## config.mk

```make
export PLATFORM = sky130hd
export DESIGN_NAME = iterative_mac_execute
export DESIGN_NICKNAME = d
export VERILOG_FILES = /design/src/rtl/iterative_mac_execute.sv
export SDC_FILE = /design/constraint.sdc
export NUM_CORES = 1
export LEC_CHECK = 0
export CAP_MARGIN = 20
export CORE_MARGIN = 2
export CORE_UTILIZATION = 60
export CTS_CLUSTER_DIAMETER = 60
export DETAILED_ROUTE_END_ITERATION = 10
export PLACE_DENSITY = 0.89
export REMOVE_ABC_BUFFERS = 1
export SYNTH_ARGS = -nofsm -noshare
export SYNTH_HDL_FRONTEND = slang
export SYNTH_SLANG_ARGS = --single-unit
```

## constraint.sdc

```tcl
create_clock -name CLK -period 10.62 [get_ports CLK]
set_clock_uncertainty 0.05 [all_clocks]
set_input_delay 1.593 -clock CLK [delete_from_list [all_inputs] [get_ports CLK]]
set_output_delay 1.593 -clock CLK [all_outputs]
set_load 0.03 [all_outputs]
```

## src/rtl/iterative_mac_execute.sv

```systemverilog
// Iterative shift-add MUL / MAC / RDACC execute stage for the custom-extension port.
// A multiply retires BITS_PER_CYCLE multiplier bits per CALC cycle. The result is held
// in DONE until the core accepts the write-back. A persistent accumulator backs MAC and RDACC.
module iterative_mac_execute #(
    parameter int WIDTH          = 32,
    parameter int BITS_PER_CYCLE = 1,
    parameter int SATURATE       = 0
) (
    input  logic             CLK,
    input  logic             nRST,
    input  logic             start,
    input  logic [1:0]       op,
    input  logic [WIDTH-1:0] rs1_data,
    input  logic [WIDTH-1:0] rs2_data,
    input  logic [4:0]       rd,
    input  logic             stall,
    input  logic             flush,
    output logic             busy,
    output logic             reg_w,
    output logic [WIDTH-1:0] reg_wdata,
    output logic [4:0]       reg_rd,
    output logic             exception,
    output logic             branch_jump
);

    localparam int N     = WIDTH / BITS_PER_CYCLE;
    localparam int CNT_W = $clog2(N + 1);

    localparam logic [1:0] IDLE = 2'd0;
    localparam logic [1:0] CALC = 2'd1;
    localparam logic [1:0] DONE = 2'd2;

    localparam logic [1:0] OP_MUL   = 2'b00;
    localparam logic [1:0] OP_MAC   = 2'b01;
    localparam logic [1:0] OP_RDACC = 2'b10;

    logic [1:0]       state_q,  state_d;
    logic [WIDTH-1:0] a_q,      a_d;
    logic [WIDTH-1:0] b_q,      b_d;
    logic [WIDTH-1:0] prod_q,   prod_d;
    logic [WIDTH-1:0] acc_q,    acc_d;
    logic [WIDTH-1:0] result_q, result_d;
    logic [CNT_W-1:0] count_q,  count_d;
    logic [4:0]       rd_q,     rd_d;
    logic [1:0]       op_q,     op_d;

    logic [WIDTH-1:0] partial;
    logic [WIDTH-1:0] prod_next;
    logic             accept;

    // Accumulator add: the carry out either wraps or clamps to all-ones.
    function automatic logic [WIDTH-1:0] acc_add(input logic [WIDTH-1:0] x,
                                                 input logic [WIDTH-1:0] y);
        logic [WIDTH:0] s;
        s = {1'b0, x} + {1'b0, y};
        if ((SATURATE != 0) && s[WIDTH]) begin
            return '1;
        end
        return s[WIDTH-1:0];
    endfunction

    // One shift-add step: the low multiplier slice times the shifted multiplicand, truncated to WIDTH.
    always_comb begin
        partial   = a_q * WIDTH'(b_q[BITS_PER_CYCLE-1:0]);
        prod_next = prod_q + partial;
    end

    // Next-state logic for the FSM, the datapath registers and the accumulator.
    always_comb begin
        state_d   = state_q;
        a_d       = a_q;
        b_d       = b_q;
        prod_d    = prod_q;
        acc_d     = acc_q;
        result_d  = result_q;
        count_d   = count_q;
        rd_d      = rd_q;
        op_d      = op_q;
        busy      = 1'b0;
        exception = 1'b0;
        accept    = start && (state_q == IDLE) && !flush;

        case (state_q)
            IDLE: begin
                if (accept) begin
                    if ((op == OP_MUL) || (op == OP_MAC)) begin
                        a_d     = rs1_data;
                        b_d     = rs2_data;
                        rd_d    = rd;
                        op_d    = op;
                        count_d = CNT_W'(N);
                        prod_d  = '0;
                        state_d = CALC;
                        busy    = 1'b1;
                    end else if (op == OP_RDACC) begin
                        result_d = acc_q;
                        rd_d     = rd;
                        op_d     = op;
                        state_d  = DONE;
                    end else begin
                        exception = 1'b1;
                    end
                end
            end
            CALC: begin
                busy    = 1'b1;
                prod_d  = prod_next;
                a_d     = a_q << BITS_PER_CYCLE;
                b_d     = b_q >> BITS_PER_CYCLE;
                count_d = count_q - CNT_W'(1);
                if (count_q == CNT_W'(1)) begin
                    state_d  = DONE;
                    result_d = (op_q == OP_MAC) ? acc_add(acc_q, prod_next) : prod_next;
                end
            end
            DONE: begin
                // Commit happens only on the cycle the core takes the write-back.
                if (!stall) begin
                    state_d = IDLE;
                    if (op_q == OP_MAC) begin
                        acc_d = result_q;
                    end else if (op_q == OP_RDACC) begin
                        acc_d = '0;
                    end
                end
            end
            default: begin
                state_d = IDLE;
            end
        endcase

        // A flush kills whatever is in flight and never touches the accumulator.
        if (flush) begin
            state_d = IDLE;
            acc_d   = acc_q;
        end
    end

    // State and datapath registers, all cleared by the asynchronous reset.
    always_ff @(posedge CLK or negedge nRST) begin
        if (!nRST) begin
            state_q  <= IDLE;
            a_q      <= '0;
            b_q      <= '0;
            prod_q   <= '0;
            acc_q    <= '0;
            result_q <= '0;
            count_q  <= '0;
            rd_q     <= '0;
            op_q     <= '0;
        end else begin
            state_q  <= state_d;
            a_q      <= a_d;
            b_q      <= b_d;
            prod_q   <= prod_d;
            acc_q    <= acc_d;
            result_q <= result_d;
            count_q  <= count_d;
            rd_q     <= rd_d;
            op_q     <= op_d;
        end
    end

    // Write-back outputs are presented only while the result is held in DONE.
    always_comb begin
        reg_w       = (state_q == DONE);
        reg_wdata   = reg_w ? result_q : '0;
        reg_rd      = rd_q;
        branch_jump = 1'b0;
    end

endmodule
```

==> flow_metrics.env <==
export IMPL_synthToLayoutAreaGrowth_pct=15.9
export IMPL_gp_congestion=0.947
export IMPL_clockBufferDepth=2
export IMPL_vias=9994
export IMPL_synth_warnings=0
export IMPL_power_switching_share=0.435
export IMPL_cts_resized=0
export IMPL_grt_use_met3=0.0522
export IMPL_post_cts_setup_buffers=0
export IMPL_vdd_drop_max_uv=137
export IMPL_end_kind="register"
export IMPL_ys_flop_type="dfrtp_1"
export IMPL_path_class="reg -> reg"
export IMPL_die_x_um=142
export IMPL_die_area_um2=20200
export IMPL_crit_buf_inv=0
export IMPL_period_share=0.524
export IMPL_htree_num_levels=4
export IMPL_dpl_hpwl_mm=18.8
export IMPL_grt_pass1_vias=9746
export IMPL_dr_pass1_iters=5
export IMPL_drcViolationCount=0
export IMPL_fin_nets=1546
export IMPL_grt_first_pass_wirelength_mm=47.1
export IMPL_ios=117
export IMPL_cts_root_buf="clkbuf_16"
export IMPL_cp_arrival_ns=5.85
export IMPL_insertion_delay_ns=0.44
export IMPL_whs_ns=0.434
export IMPL_combPwrFrac=0.458
export IMPL_synthesis_area_um2=11500
export IMPL_hold_viol=0
export IMPL_cp_max_fo=33
export IMPL_path_cells="and2_1, ha_1, fa_1, a21oi_1, o21ai_0, a21oi_1, o21ai_0, a21o_1, a21oi_1, xnor2_1, ha_1, nand2_1, nor3b_2, a22oi_2, o21bai_1, a2111oi_0, or2_2, xor2_1, a31oi_1, a22o_1"
export IMPL_final_common_cell="nand2_1"
export IMPL_synth_edf_count=0
export IMPL_cp_start_kind="register"
export IMPL_rows=50
export IMPL_netlist_instances=1324
export IMPL_ys_types=77
export IMPL_cp_slowest_stage_delay_ns=0.69
export IMPL_p_sw_uw=1360
export IMPL_drt_iter0_markers=815
export IMPL_fillers=1406
export IMPL_synth_seq_cells=175
export IMPL_cpMaxStageDelayCell="dfrtp_1"
export IMPL_crit_family="compound AO/OA/AOI/OAI gates"
export IMPL_ant_nets=0
export IMPL_rsz0062_at_grt="false"
export IMPL_holdBufCountCts=0
export IMPL_cap_violations=0
export IMPL_grt_use_total=0.287
export IMPL_dieHeight_um=142
export IMPL_ys_async_sr_fraction=1.00
export IMPL_core_um2=18700
export IMPL_relSlewSlack=0.298
export IMPL_p_leak_uw=0.00595
export IMPL_wl_mm=27.8
export IMPL_fin_tns_setup_ns=0
export IMPL_diodes=0
export IMPL_wl_per_cell_um=16.9
export IMPL_via_per_inst=6.08
export IMPL_yosysSeqAreaShare=0.382
export IMPL_power_frac_clock=0.199
export IMPL_fmax_mhz=180
export IMPL_tightestPinTransition_ns=1.05
export IMPL_grt_max_degree=122
export IMPL_holdCritPathClass="reg -> reg"
export IMPL_worst_ep_required_time_ns=10.90
export IMPL_final_area_um2=13300
export IMPL_cts_made_buffers=17
export IMPL_most_common_layout_cells="242 x nand2_1, 175 x dfrtp_1, 153 x o21ai_0"
export IMPL_antenna_found_initial=0
export IMPL_avgSynthCellArea_um2=8.65
export IMPL_grt_busiest_layer="met2"
export IMPL_drv_slew=0
export IMPL_io_buffers=115
export IMPL_crit_top_cell="a21oi_1"
export IMPL_start_util=0.612
export IMPL_gr_usage_met1=0.395
export IMPL_cts_sinks=175
export IMPL_place_area_um2=12700
export IMPL_setup_violations_final=0
export IMPL_status="complete, no violations"
export IMPL_cts_tree="done"
export IMPL_final_layout_size_suffix_gt1_frac=0.0609
export IMPL_p_per_area_nw_per_um2=236
export IMPL_grt_util_met2=0.460
export IMPL_overflow=0
export IMPL_p_seq_frac=0.342
export IMPL_intPower_uw=1770
export IMPL_path_clk_slew_ns=0.08
export IMPL_layout_min_cycle_time_ns=5.57
final cells by class:
class                           instances  area [um^2]  area share
Inverter                               31          116     0.00877
Tap cell                              234          293      0.0221
Multi-Input combinational cell       1047         6660       0.501
Timing Repair Buffer                  127         1260      0.0951
Sequential cell                       175         4380       0.330
Clock buffer                           17          425      0.0321
Clock inverter                         14          141      0.0107
stage by stage:
stage | power [uW] | instances | worst slack [ns] | util
after floorplan | 2080 | 1253 | 1.17 | -
after global placement | 2400 | 1613 | 5.41 | 0.678
after detailed placement | 2470 | 1613 | 5.16 | 0.678
after CTS | 3100 | 1644 | 5.12 | 0.708
after global routing | 3350 | 1645 | 4.51 | 0.710
final | 3130 | 1645 | 5.05 | 0.710
cell families (layout without fill, tap and decap cells):
kind of cell             count (synthesis)  in the layout  share of synthesized area
AND/OR/NAND/NOR                        445            445                      0.178
AO/OA/AOI/OAI                          405            405                      0.219
flip-flops                             175            175                      0.382
buffers and inverters                  102            189                     0.0387
adder cells (fa/ha/maj)                 71             71                     0.0789
multiplexers                            65             65                     0.0577
XOR/XNOR                                60             60                     0.0459
other                                    1              1                   0.000327
worst paths after layout:
check	startpoint	endpoint	slack, ns	cells after the start
min	b_q[30]	b_q[29]	0.43	2
min in group asynchronous	nRST	b_q[28]	1.18	1
min reg2reg	b_q[30]	b_q[29]	0.43	2
max	b_q[0]	result_q[20]	5.05	20
max reg2reg	b_q[0]	result_q[20]	5.05	20
max in group asynchronous	nRST	result_q[25]	7.84	2
worst reg2reg max path: stages, from the launching register on:
cell	delay (ns)
dfrtp_1	0.69
and2_1	0.33
ha_1	0.23
fa_1	0.46
a21oi_1	0.25
o21ai_0	0.14
a21oi_1	0.22
o21ai_0	0.19
a21o_1	0.22
a21oi_1	0.17
xnor2_1	0.21
ha_1	0.37
nand2_1	0.14
nor3b_2	0.06
a22oi_2	0.29
o21bai_1	0.17
a2111oi_0	0.58
or2_2	0.22
xor2_1	0.15
a31oi_1	0.11
a22o_1	0.23
sequential cells by signal (all words and copies together) (netlist names):
signal and count:
b_q 32, reg_rd 5, count_q 6, acc_q 32, state_q 2, result_q 32
op_q 2, a_q 32, prod_q 32
power by group through the flow:
stage	Combinational, uW	Clock, uW	Sequential, uW
2_1_floorplan	1060	0	1030
3_3_place_gp	1340	0	1060
3_5_place_dp	1390	0	1070
4_1_cts	1410	626	1070
5_1_grt	1600	653	1100
6_report	1430	623	1070
metal layers:
metal	wire, um	part of all wire
met5	0	0
met4	455	0.016
met3	1720	0.062
met2	13000	0.47
met1	12600	0.45
cells in the mapped netlist, types with 8 or more instances:
| master | n | area (um^2) |
|---|---|---|
| mux2i_1 | 57 | 571 |
| nand3_1 | 17 | 85.1 |
| inv_1 | 30 | 113 |
| xor2_1 | 38 | 333 |
| o211ai_1 | 14 | 105 |
| a22oi_1 | 14 | 105 |
| a211oi_1 | 8 | 60.1 |
| nand4_1 | 8 | 50.1 |
| nand2b_1 | 8 | 50.1 |
| o22ai_1 | 9 | 56.3 |
| nor2_1 | 62 | 233 |
| o21bai_1 | 8 | 60.1 |
| o21ai_0 | 153 | 766 |
| dfrtp_1 | 175 | 4380 |
| and2_1 | 65 | 407 |
| a22o_1 | 22 | 193 |
| nand2_1 | 242 | 908 |
| ha_1 | 69 | 863 |
| a21oi_1 | 91 | 455 |
| xnor2_1 | 22 | 193 |
| clkbuf_1 | 53 | 199 |
| nor3_1 | 8 | 40.0 |
| a31oi_1 | 17 | 106 |
| a21o_1 | 22 | 165 |
Power figures use the tool's default switching activity.
